<file path="src/rtl/ps2_pkg.sv">
// Shared definitions for the PS/2 host-side blocks: FSM encodings, status bit
// positions, common keyboard command bytes and the frame builder.
package ps2_pkg;

  typedef enum logic [2:0] {
    ST_IDLE,
    ST_INHIBIT,
    ST_RTS,
    ST_SEND,
    ST_ACK,
    ST_WAITIDLE
  } state_t;

  localparam int STAT_DONE    = 0;
  localparam int STAT_BUSY    = 1;
  localparam int STAT_ACK_ERR = 2;
  localparam int STAT_TIMEOUT = 3;
  localparam int STAT_OVFL    = 4;

  localparam logic [7:0] CMD_SET_LED = 8'hED;
  localparam logic [7:0] CMD_RESET   = 8'hFF;
  localparam logic [7:0] CMD_ENABLE  = 8'hF4;

  // Bit 0 is the start bit, bit 10 the stop bit; parity is odd over the byte.
  function automatic logic [10:0] build_frame(input logic [7:0] b);
    return {1'b1, ~^b, b, 1'b0};
  endfunction

endpackage

</file>
<file path="src/rtl/ps2_sync.sv">
// Three-flop synchroniser for the PS/2 clock and data pads with a one-cycle
// pulse on each synchronised falling edge of the PS/2 clock.
module ps2_sync (
  input  logic clk,
  input  logic rst,
  input  logic ps2_clk_in,
  input  logic ps2_dat_in,
  output logic clk_sync,
  output logic dat_sync,
  output logic clk_fall
);

  logic [2:0] clk_sr;
  logic [2:0] dat_sr;
  logic       clk_prev;

  // Idle bus level is high, so reset to 1 to avoid a spurious edge afterwards.
  always_ff @(posedge clk) begin
    if (rst) begin
      clk_sr   <= 3'b111;
      dat_sr   <= 3'b111;
      clk_prev <= 1'b1;
    end else begin
      clk_sr   <= {clk_sr[1:0], ps2_clk_in};
      dat_sr   <= {dat_sr[1:0], ps2_dat_in};
      clk_prev <= clk_sr[2];
    end
  end

  assign clk_sync = clk_sr[2];
  assign dat_sync = dat_sr[2];
  assign clk_fall = clk_prev & ~clk_sr[2];

endmodule

</file>
<file path="src/rtl/ps2_tx.sv">
// PS/2 host-to-device transmitter: two-register bus peripheral that runs the
// inhibit / request-to-send / device-clocked sequence on open-drain enables.
module ps2_tx
  import ps2_pkg::*;
#(
  parameter int INHIBIT_CYC = 1600,
  parameter int RTS_CYC     = 16,
  parameter int TIMEOUT_CYC = 240000
) (
  input  logic       clk,
  input  logic       rst,
  input  logic       cs,
  input  logic       we,
  input  logic       addr,
  input  logic [7:0] din,
  output logic [7:0] dout,
  input  logic       ps2_clk_in,
  input  logic       ps2_dat_in,
  output logic       ps2_clk_oe,
  output logic       ps2_dat_oe,
  output logic       rx_inhibit
);

  localparam int PH_MAX = (INHIBIT_CYC > RTS_CYC) ? INHIBIT_CYC : RTS_CYC;
  localparam int PH_W   = $clog2(PH_MAX + 1);
  localparam int TO_W   = $clog2(TIMEOUT_CYC + 1);

  localparam logic [PH_W-1:0] INH_LAST = PH_W'(INHIBIT_CYC - 1);
  localparam logic [PH_W-1:0] RTS_LAST = PH_W'(RTS_CYC - 1);
  localparam logic [TO_W-1:0] TO_LAST  = TO_W'(TIMEOUT_CYC - 1);

  logic clk_sync;
  logic dat_sync;
  logic clk_fall;

  ps2_sync u_sync (
    .clk        (clk),
    .rst        (rst),
    .ps2_clk_in (ps2_clk_in),
    .ps2_dat_in (ps2_dat_in),
    .clk_sync   (clk_sync),
    .dat_sync   (dat_sync),
    .clk_fall   (clk_fall)
  );

  state_t          state, state_next;
  logic [PH_W-1:0] phase_cnt, phase_next;
  logic [3:0]      bitcnt, bitcnt_next;
  logic [TO_W-1:0] to_cnt, to_next;
  logic [10:0]     frame, frame_next;
  logic [7:0]      data_reg, data_next;
  logic            done, done_next;
  logic            ack_err, ack_err_next;
  logic            timeout, timeout_next;
  logic            ovfl, ovfl_next;
  logic            clk_oe_next, dat_oe_next;
  logic            clr;
  logic [7:0]      status;

  logic wr_ctrl, wr_data, rd_any, rd_ctrl, soft_rst;

  assign wr_ctrl = cs & we & ~addr;
  assign wr_data = cs & we & addr;
  assign rd_any  = cs & ~we;
  assign rd_ctrl = rd_any & ~addr;

  // A clr write takes effect on the same edge it is written, like rst does.
  assign soft_rst = rst | clr | (wr_ctrl & din[0]);

  always_ff @(posedge clk) begin
    if (rst) begin
      clr <= 1'b0;
    end else if (wr_ctrl) begin
      clr <= din[0];
    end
  end

  always_ff @(posedge clk) begin
    if (soft_rst) begin
      state      <= ST_IDLE;
      phase_cnt  <= '0;
      bitcnt     <= '0;
      to_cnt     <= '0;
      frame      <= '0;
      data_reg   <= '0;
      done       <= 1'b0;
      ack_err    <= 1'b0;
      timeout    <= 1'b0;
      ovfl       <= 1'b0;
      ps2_clk_oe <= 1'b0;
      ps2_dat_oe <= 1'b0;
    end else begin
      state      <= state_next;
      phase_cnt  <= phase_next;
      bitcnt     <= bitcnt_next;
      to_cnt     <= to_next;
      frame      <= frame_next;
      data_reg   <= data_next;
      done       <= done_next;
      ack_err    <= ack_err_next;
      timeout    <= timeout_next;
      ovfl       <= ovfl_next;
      ps2_clk_oe <= clk_oe_next;
      ps2_dat_oe <= dat_oe_next;
    end
  end

  // Next-state logic; the pad enables are decoded from the next state so they
  // come straight out of flops and cannot glitch onto the open-drain pads.
  always_comb begin
    state_next   = state;
    phase_next   = phase_cnt;
    bitcnt_next  = bitcnt;
    to_next      = to_cnt;
    frame_next   = frame;
    data_next    = data_reg;
    done_next    = done;
    ack_err_next = ack_err;
    timeout_next = timeout;
    ovfl_next    = ovfl;

    if (rd_ctrl) begin
      done_next = 1'b0;
    end

    if (wr_data && (state != ST_IDLE)) begin
      ovfl_next = 1'b1;
    end

    case (state)
      ST_IDLE: begin
        if (wr_data) begin
          data_next    = din;
          frame_next   = build_frame(din);
          done_next    = 1'b0;
          ack_err_next = 1'b0;
          timeout_next = 1'b0;
          phase_next   = '0;
          state_next   = ST_INHIBIT;
        end
      end
      ST_INHIBIT: begin
        if (phase_cnt == INH_LAST) begin
          phase_next = '0;
          state_next = ST_RTS;
        end else begin
          phase_next = phase_cnt + PH_W'(1);
        end
      end
      ST_RTS: begin
        if (phase_cnt == RTS_LAST) begin
          phase_next  = '0;
          bitcnt_next = '0;
          to_next     = '0;
          state_next  = ST_SEND;
        end else begin
          phase_next = phase_cnt + PH_W'(1);
        end
      end
      ST_SEND: begin
        if (clk_fall) begin
          bitcnt_next = bitcnt + 4'd1;
          if (bitcnt == 4'd9) begin
            state_next = ST_ACK;
          end
        end
      end
      ST_ACK: begin
        if (clk_fall) begin
          ack_err_next = dat_sync;
          state_next   = ST_WAITIDLE;
        end
      end
      ST_WAITIDLE: begin
        if (clk_sync && dat_sync) begin
          done_next  = ~ack_err;
          state_next = ST_IDLE;
        end
      end
      default: begin
        state_next = ST_IDLE;
      end
    endcase

    // Watchdog over the device-clocked part of the frame; it overrides
    // whatever the state above decided.
    if ((state == ST_SEND) || (state == ST_ACK) || (state == ST_WAITIDLE)) begin
      if (to_cnt == TO_LAST) begin
        timeout_next = 1'b1;
        done_next    = 1'b0;
        state_next   = ST_IDLE;
      end else begin
        to_next = to_cnt + TO_W'(1);
      end
    end

    clk_oe_next = (state_next == ST_INHIBIT) || (state_next == ST_RTS);
    dat_oe_next = (state_next == ST_RTS) ||
                  ((state_next == ST_SEND) && !frame_next[bitcnt_next]);
  end

  always_comb begin
    status               = '0;
    status[STAT_DONE]    = done;
    status[STAT_BUSY]    = (state != ST_IDLE);
    status[STAT_ACK_ERR] = ack_err;
    status[STAT_TIMEOUT] = timeout;
    status[STAT_OVFL]    = ovfl;
  end

  always_ff @(posedge clk) begin
    if (soft_rst) begin
      dout <= '0;
    end else if (rd_any) begin
      dout <= addr ? data_reg : status;
    end
  end

  assign rx_inhibit = (state != ST_IDLE);

endmodule
</file>
<file path="config.mk">
export PLATFORM = sky130hd
export DESIGN_NAME = ps2_tx
export DESIGN_NICKNAME = d
export VERILOG_FILES = /design/src/rtl/ps2_pkg.sv /design/src/rtl/ps2_sync.sv /design/src/rtl/ps2_tx.sv
export SDC_FILE = /design/constraint.sdc
export NUM_CORES = 1
export LEC_CHECK = 0
export ABC_AREA = 1
export CORE_UTILIZATION = 45
export DETAILED_ROUTE_END_ITERATION = 10
export PLACE_DENSITY = 0.74
export SYNTH_ARGS = -nofsm -noshare
export SYNTH_HDL_FRONTEND = slang
export SYNTH_HIERARCHICAL = 1
export SYNTH_SLANG_ARGS = --single-unit
</file>
<file path="constraint.sdc">
create_clock -name clk -period 2.3 [get_ports clk]
set_clock_uncertainty 0.05 [all_clocks]
set_input_delay 0.575 -clock clk [delete_from_list [all_inputs] [get_ports clk]]
set_output_delay 0.575 -clock clk [all_outputs]
set_load 0.005 [all_outputs]
</file>
==> impl_metrics.csv, run 1 <==
group,metric,value,unit
run_status,status,"complete, no violations",
route,wirelength,8450,um
floorplan,num_io_pins,26,
route,drt-pass1-iter-count,5,
floorplan,die_area,9040,um^2
synthesis,yosys-top-cells-count,"132 x nand2_1, 77 x dfxtp_1, 70 x inv_1",
route,drtAntennaViolNets,0,
clocking,clkSinkCount,77,
sta,setup_viol,0,
critical_path,crit_path_end_kind,"output pin",
clocking,clkSlewWorstSetupHoldPaths,0.08,ns
cells_and_area,largest_reg_flops,18,
cells_and_area,reg_top3,"to_cnt: 18 flops, frame: 11 flops, phase_cnt: 11 flops",
cells_and_area,n_antenna_cell,0,
sta,drv_slew,0,
critical_path,r2r_end,"ps2_dat_oe",
critical_path,crit_path_start,"state[1]",
synthesis,syn-num-nets,570,
synthesis,synth_area_leaders,"dfxtp_1 40%, nand2_1 13%, inv_1 6.7%",
route,vias,3616,
synthesis,yosys_warnings,6,
clocking,cts_buffer_depth,2,
power,powerDensity,590,nW/um^2
sta,period_share,93.2,%
power,total_power,2.78,mW
floorplan,die_h,95.1,um
critical_path,cp_max_fo,6,
critical_path,arrival,1.52,ns
route,viasPerCell,5.01,
synthesis,synth_top_cell_by_area,"dfxtp_1",
synthesis,synth_edf_count,0,
global_routing,grt_overflow,0,
placed_design,place_hpwl,6500,um
floorplan,die_x,95.1,um
route,drtIter0Drc,169,
critical_path,ff2ff_path_depth,11,
global_routing,grt_pass1_wl,14600,um
clocking,htree_levels,3,
sta,max_freq,466,MHz
synthesis,ys.flop_type,"dfxtp_1",
cells_and_area,top_register,"to_cnt",
synthesis,synth_top_area_share,39.6,%
clocking,cts_tree,"built",
critical_path,cp.required,1.67,ns
synthesis,syn_avg_cell_area,7.07,um^2
min_path,hold_end,"u_sync/clk_sr[2]",
clocking,cts-root-buf,"clkbuf_8",
min_path,hold_depth,2,
floorplan,fp.coreArea,8300,um^2
clocking,clock_latency,0.36,ns
synthesis,yosysSeqAreaShare,39.6,%
cells_and_area,fill_cells,780,
min_path,hp-class,"reg2reg",
placed_design,routabilityCongestion,0.865,
floorplan,rows,33,
synthesis,synth_cell_type_count,47,
critical_path,regToRegSetupSlack,0.30,ns
cells_and_area,nets,631,
cells_and_area,drive_gt1_share,16.0,%
floorplan,initial_core_util,47.0,%
synthesis,async_flop_share,0,%
route,wl_per_cell,11.7,um
route,drc,0,
sta,tightest_slew,0.485,ns
clocking,postCtsResizedCells,0,
critical_path,worstReg2RegStart,"u_sync/clk_sr[2]",
global_routing,grt_max_degree,21,
global_routing,grtUsageTotal,20.5,%
critical_path,worstSetupPathType,"reg2out",
sta,min_period,2.14,ns
synthesis,ys_seq_elements,77,
clocking,cts_buffers,9,
clocking,postCtsHoldBufs,0,
critical_path,cp-start-kind,"register",
min_path,min_from,"u_sync/clk_sr[1]",
sta,relSlewSlack,67.4,%
global_routing,grt_pass1_vias,3331,
sta,hold_viol_final,0,
synthesis,synth_area,3900,um^2
flow_run,cap_violations,0,
power,irDropWorstVdd,0.394,mV
cells_and_area,area_growth,21.0,%
power,power_leakage,2.01,nW
global_routing,antenna_found_initial,0,
synthesis,synth_cells,551,
placed_design,io_buffers,25,
sta,hold_slack,0.361,ns
clocking,cts_setup_buffers,0,
sta,rsz0062_at_grt,"false",
synthesis,yosysMostFrequentCell,"nand2_1",
==> report_power, final <==
group,internal [mW],switching [mW]
Clock,0.648,0.517
Sequential,1.36,0.0118
Combinational,0.113,0.137
==> area by class of cell <==
cell class	count	area, um^2	area share [%]
Clock inverter	6	93.8	1.99
Timing Repair Buffer	60	513	10.9
Tap cell	105	131	2.79
Clock buffer	10	138	2.92
Inverter	79	302	6.40
Multi-Input combinational cell	385	2000	42.3
Sequential cell	77	1540	32.7
==> kinds of logic after synthesis <==
group                    Yosys count  synth area share [%]
AND/OR/NAND/NOR                  300                  37.9
buffers and inverters             89                  9.25
AO/OA/AOI/OAI                     79                  11.6
flip-flops                        77                  39.6
adder cells (fa/ha/maj)            4                  1.28
XOR/XNOR                           2                 0.450
==> layout by cell type, fill, tap and decap left out, types with 4 or more instances in the layout <==
cell type / instances
nand2_1: 132
dfxtp_1: 77
inv_1: 70
nor2_1: 66
a21oi_1: 42
nand3_1: 36
buf_4: 35
clkdlybuf4s50_1: 25
nor3_1: 17
o21ai_0: 16
clkbuf_8: 10
inv_2: 8
nand3_2: 7
nand4_1: 7
nor2_4: 6
o211ai_1: 4
o21ai_1: 4
ha_1: 4
==> layer usage <==
layer,wire length [um],vias to the layer above,global-route usage [%]
met4,78,0,5.30
met3,391,9,5.74
met2,3920,64,33.1
met5,0,-,0
met1,4050,1642,26.9
li1,-,1901,-
==> worst max path at each step <==
stage | endpoint | slack [ns] | cells past startpoint
floorplan | ps2_dat_oe | 0.48 | 13
global placement | ps2_dat_oe | -0.02 | 11
detailed placement | ps2_dat_oe | -0.09 | 12
CTS | rx_inhibit | 0.13 | 3
global route | rx_inhibit | 0.07 | 3
finish | rx_inhibit | 0.16 | 3
==> critical path, cell delays in order, from the launching register on <==
cell and delay, ns:
dfxtp_1 0.48, nor2_4 0.07, nand2_4 0.11, clkdlybuf4s50_1 0.51
==> through the flow <==
stage	TNS [ns]	util [%]	cell area, um^2	worst slack (ns)	std cells
global placement	-0.0222	54.0	4480	-0.0222	706
global route	0	56.8	4710	0.0700	722
CTS	0	56.8	4710	0.133	722
floorplan	0	-	3900	0.484	551
detailed placement	-0.198	54.0	4480	-0.0929	706
finish	0	56.8	4710	0.156	722
Power figures use the tool's default switching activity.
==> inputs of run 2 (changes only) <==
CORE_UTILIZATION = 30   (was 45)
PLACE_DENSITY = 0.56   (was 0.74)
==> run 2 against run 1 <==
Compared with the run above: sequential power about the same; cell area increased by 3.5%; power increased by 15%; critical path type unchanged.
==> impl_metrics.csv, run 2 (synthesis gave the netlist of run 1 again) <==
group,metric,value,unit
cells_and_area,reg_top3,"to_cnt: 18 flops, frame: 11 flops, phase_cnt: 11 flops",
sta,setup_ws,0.172,ns
clocking,cts-root-buf,"clkbuf_16",
critical_path,cp_max_fo,6,
cells_and_area,drive_gt1_share,15.5,%
floorplan,fp.coreArea,12600,um^2
clocking,postCtsHoldBufs,0,
critical_path,arrival,1.50,ns
critical_path,slowest_stage,"clkdlybuf4s50_1",
critical_path,crit_path_start,"state[1]",
global_routing,grt_max_degree,40,
sta,drv_slew,0,
clocking,clkSlewWorstSetupHoldPaths,0.06,ns
critical_path,cp.required,1.67,ns
route,wl_per_cell,11.7,um
sta,rsz0062_at_grt,"false",
cells_and_area,largest_reg_flops,18,
placed_design,io_buffers,25,
global_routing,grt_pass1_wl,15500,um
global_routing,grt_pass1_vias,3352,
cells_and_area,nets,629,
cells_and_area,n_antenna_cell,0,
cells_and_area,final_util,38.7,%
route,drt-pass1-iter-count,5,
clocking,cts_buffers,9,
clocking,postCtsResizedCells,0,
cells_and_area,fill_cells,1375,
run_status,status,"complete, no violations",
sta,period_share,92.5,%
placed_design,place_area,4550,um^2
floorplan,die_x,116,um
placed_design,routabilityCongestion,0.841,
cells_and_area,layout_common_cells,"132 x nand2_1, 77 x dfxtp_1, 70 x inv_1",
critical_path,ff2ff_path_depth,8,
critical_path,cp_cell_sequence,"nor2_4, nand2_4, clkdlybuf4s50_1",
cells_and_area,multi_input_area,2000,um^2
cells_and_area,finalNonFillerCells,786,
sta,hold_viol_final,0,
critical_path,cp-start-kind,"register",
power,powerDensity,657,nW/um^2
placed_design,place_hpwl,6940,um
clocking,cts_buffer_depth,2,
critical_path,crit_path_end_kind,"output pin",
sta,min_period,2.13,ns
min_path,min_from,"u_sync/dat_sr[0]",
cells_and_area,top_register,"to_cnt",
global_routing,grt_overflow,0,
floorplan,die_h,116,um
power,power_leakage,2.05,nW
route,drc,0,
cells_and_area,postLayoutCellArea,4880,um^2
floorplan,rows,41,
route,drtAntennaViolNets,0,
floorplan,die_area,13500,um^2
global_routing,antenna_found_initial,0,
min_path,hp-class,"reg2reg",
min_path,hold_depth,2,
critical_path,worstSetupPathType,"reg2out",
global_routing,grtUsageTotal,14.8,%
sta,hold_slack,0.358,ns
route,drtIter0Drc,161,
cells_and_area,area_growth,25.2,%
critical_path,slowest_delay,0.51,ns
cells_and_area,layout_commonest_cell,"nand2_1",
clocking,cts_tree,"built",
floorplan,initial_core_util,30.9,%
sta,tightest_slew,0.514,ns
power,irDropWorstVdd,0.548,mV
placed_design,post-place-ws,-0.0727,ns
sta,max_freq,470,MHz
clocking,clkSinkCount,77,
floorplan,num_io_pins,26,
route,viasPerCell,4.55,
clocking,cts_setup_buffers,0,
clocking,clock_latency,0.33,ns
route,vias,3575,
clocking,htree_levels,3,
route,wirelength,9180,um
flow_run,cap_violations,0,
sta,setup_viol,0,
sta,relSlewSlack,65.4,%
critical_path,worstReg2RegStart,"phase_cnt[0]",
placed_design,dp.cells,771,
cells_and_area,register_area,1540,um^2
-- run 2: cell types whose count changed in the layout (fill, tap and decap cells not counted) --
cell        previous run  this run
clkinvlp_4             1         0
clkbuf_1               0         1
buf_4                 35        33
clkinv_4               2         0
inv_6                  2         1
clkbuf_16              0         9
clkinv_2               0         2
clkbuf_8              10         0
bufinv_16              2         3
-- run 2: report_power, final --
part	switching, mW	total (mW)	internal (mW)
sequential	0.0116	1.37	1.36
combinational	0.141	0.248	0.107
clock	0.539	1.59	1.05
total	0.692	3.21	2.51
-- run 2: critical path, delay by kind of cell, from the launching register on --
kind,cells,cell delay [ns]
buffers and inverters,1,0.51
flip-flops,1,0.47
AND/OR/NAND/NOR,2,0.18
-- run 2: cell type report --
type,instances,share of cell area (%)
sequential,77,31.6
clock buffer,10,4.69
multi-input combinational,385,40.9
inverter,79,6.18
timing repair buffer,58,10.2
tap,172,4.41
clock inverter,5,2.05
-- run 2: final timing paths --
check / end / slack (ns)
worst max-delay path: rx_inhibit / 0.17
worst min-delay path: u_sync/dat_sr[1] / 0.36
worst max register to register: ps2_dat_oe / 0.30
worst min register to register: u_sync/dat_sr[1] / 0.36
-- run 2: per-layer routing --
metal | vias to the layer above | wire (um) | track usage [%]
li1 | 1906 | - | -
met1 | 1600 | 4490 | 19.2
met2 | 58 | 4080 | 23.5
met3 | 11 | 463 | 3.87
met4 | 0 | 144 | 5.38
met5 | - | 0 | 0
-- run 2: through the flow --
stage / total power, mW / setup TNS (ns)
after CTS: 3.25 / 0
after floorplan: 1.53 / 0
after global placement: 1.64 / -0.0845
after detailed placement: 1.65 / -0.356
final: 3.21 / 0
after global routing: 3.34 / 0
==> inputs of run 3 (changes only) <==
CORE_UTILIZATION = 55   (was 30)
PLACE_DENSITY = 0.85   (was 0.56)
==> run 3 against run 2 <==
Compared with the run above: clock-buffer cell count unchanged; hold slack improved by 0.010 ns; power decreased by 15%; setup slack got worse by 0.0094 ns; die area decreased by 45%; sequential cell count unchanged; core utilization increased by 30 points; critical path type unchanged; largest cell class unchanged.
==> impl_metrics.csv, run 3 (synthesis gave the netlist of run 1 again) <==
group,metric,value,unit
run_status,status,"complete, no violations",
cells_and_area,area_growth,20.5,%
route,wl_per_cell,12.6,um
global_routing,antenna_found_initial,0,
global_routing,grt_pass1_wl,15500,um
clocking,postCtsResizedCells,0,
sta,hold_viol_final,0,
min_path,hp-class,"reg2reg",
sta,tightest_slew,0.537,ns
cells_and_area,top_register,"to_cnt",
critical_path,cp_cell_sequence,"nor2_4, nand2_4, clkdlybuf4s50_1",
cells_and_area,register_area,1540,um^2
cells_and_area,final_util,68.8,%
critical_path,cp.required,1.67,ns
route,wirelength,8960,um
placed_design,place_hpwl,6730,um
cells_and_area,fill_cells,569,
floorplan,initial_core_util,57.1,%
critical_path,crit_path_end_kind,"output pin",
placed_design,dp.cells,697,
route,drt-pass1-iter-count,5,
cells_and_area,drive_gt1_share,15.9,%
power,powerDensity,581,nW/um^2
critical_path,arrival,1.51,ns
critical_path,cp-start-kind,"register",
critical_path,regToRegSetupSlack,0.28,ns
cells_and_area,layout_commonest_cell,"nand2_1",
power,p_sw_share,23.0,%
min_path,hold_end,"u_sync/dat_sr[2]",
global_routing,grt_max_degree,30,
power,power_leakage,2.01,nW
route,viasPerCell,5.28,
critical_path,slowest_stage,"clkdlybuf4s50_1",
power,seqPwrFrac,50.2,%
power,p_int,2.10,mW
floorplan,num_io_pins,26,
sta,min_period,2.14,ns
placed_design,routabilityCongestion,0.899,
cells_and_area,reg_top3,"to_cnt: 18 flops, frame: 11 flops, phase_cnt: 11 flops",
global_routing,grt_overflow,0,
min_path,min_from,"u_sync/dat_sr[1]",
sta,rsz0062_at_grt,"false",
sta,drv_slew,0,
power,switchingPower,0.627,mW
power,total_power,2.73,mW
cells_and_area,multi_input_area,2000,um^2
critical_path,ff2ff_path_depth,8,
floorplan,die_x,86.2,um
clocking,clock_latency,0.35,ns
power,share_comb_of_total_power,9.4,%
cells_and_area,n_antenna_cell,0,
floorplan,fp.coreArea,6830,um^2
clocking,htree_levels,3,
power,irDropWorstVdd,0.508,mV
clocking,cts_buffer_depth,2,
route,vias,3758,
floorplan,rows,30,
clocking,clkSlewWorstSetupHoldPaths,0.07,ns
sta,period_share,92.9,%
clocking,cts_tree,"built",
placed_design,io_buffers,25,
power,pwr-share-clk,40.4,%
sta,setup_viol,0,
cells_and_area,finalNonFillerCells,712,
flow_run,cap_violations,0,
critical_path,slowest_delay,0.51,ns
global_routing,grt_pass1_vias,3525,
cells_and_area,largest_reg_flops,18,
cells_and_area,nets,631,
clocking,cts-root-buf,"clkbuf_8",
sta,relSlewSlack,63.9,%
critical_path,worstSetupPathType,"reg2out",
floorplan,die_area,7430,um^2
route,drtAntennaViolNets,0,
sta,hold_slack,0.368,ns
sta,max_freq,468,MHz
critical_path,cp_max_fo,6,
clocking,postCtsHoldBufs,0,
critical_path,r2r_end,"ps2_dat_oe",
critical_path,worstReg2RegStart,"phase_cnt[0]",
clocking,cts_setup_buffers,0,
clocking,cts_buffers,9,
floorplan,die_h,86.2,um
clocking,clkSinkCount,77,
route,drc,0,
global_routing,grtUsageTotal,26.4,%
cells_and_area,layout_common_cells,"132 x nand2_1, 77 x dfxtp_1, 70 x inv_1",
min_path,hold_depth,2,
route,drtIter0Drc,213,
run 3: worst max path at each step:
stage | from | end | slack (ns)
final | state[1] | rx_inhibit | 0.16
after floorplan | addr | ps2_dat_oe | 0.48
after global routing | u_sync/clk_sr[2] | ps2_dat_oe | 0.03
after CTS | state[1] | rx_inhibit | 0.15
after detailed placement | cs | ps2_dat_oe | -0.11
after global placement | addr | ps2_dat_oe | -0.003
run 3: worst max-delay path, delay by kind of cell, from the launching register on:
| kind | cells | cell delay (ns) |
|---|---|---|
| buffers and inverters | 1 | 0.51 |
| and+or+nand+nor | 2 | 0.17 |
| DFF | 1 | 0.48 |
run 3: routing by layer:
layer / track usage, % / share of wire (%) / up-vias
li1: - / - / 1902
met1: 32.0 / 44 / 1732
met2: 46.1 / 49 / 103
met3: 5.52 / 5.1 / 21
met4: 9.85 / 2.0 / 0
met5: 0 / 0 / -
run 3: stage by stage:
step / setup TNS (ns) / setup WS (ns) / cell area [um^2]
detailed placement: -0.235 / -0.106 / 4480
finish: 0 / 0.163 / 4700
global placement: -0.00335 / -0.00335 / 4480
global route: 0 / 0.0346 / 4700
floorplan: 0 / 0.484 / 3900
CTS: 0 / 0.147 / 4700
run 3: power by group through the flow:
stage | combinational [mW] | sequential [mW] | clock [mW]
2_1_floorplan | 0.136 | 1.40 | 0
3_3_place_gp | 0.248 | 1.40 | 0
3_5_place_dp | 0.255 | 1.40 | 0
4_1_cts | 0.257 | 1.37 | 1.12
5_1_grt | 0.283 | 1.37 | 1.19
6_report | 0.258 | 1.37 | 1.10
run 3: cell type report:
| type | instances | area share [%] |
|---|---|---|
| Multi-Input combinational cell | 385 | 42.5 |
| Sequential cell | 77 | 32.8 |
| Timing Repair Buffer | 60 | 11.2 |
| Inverter | 79 | 6.42 |
| Clock buffer | 10 | 2.93 |
| Tap cell | 96 | 2.56 |
| Clock inverter | 5 | 1.60 |
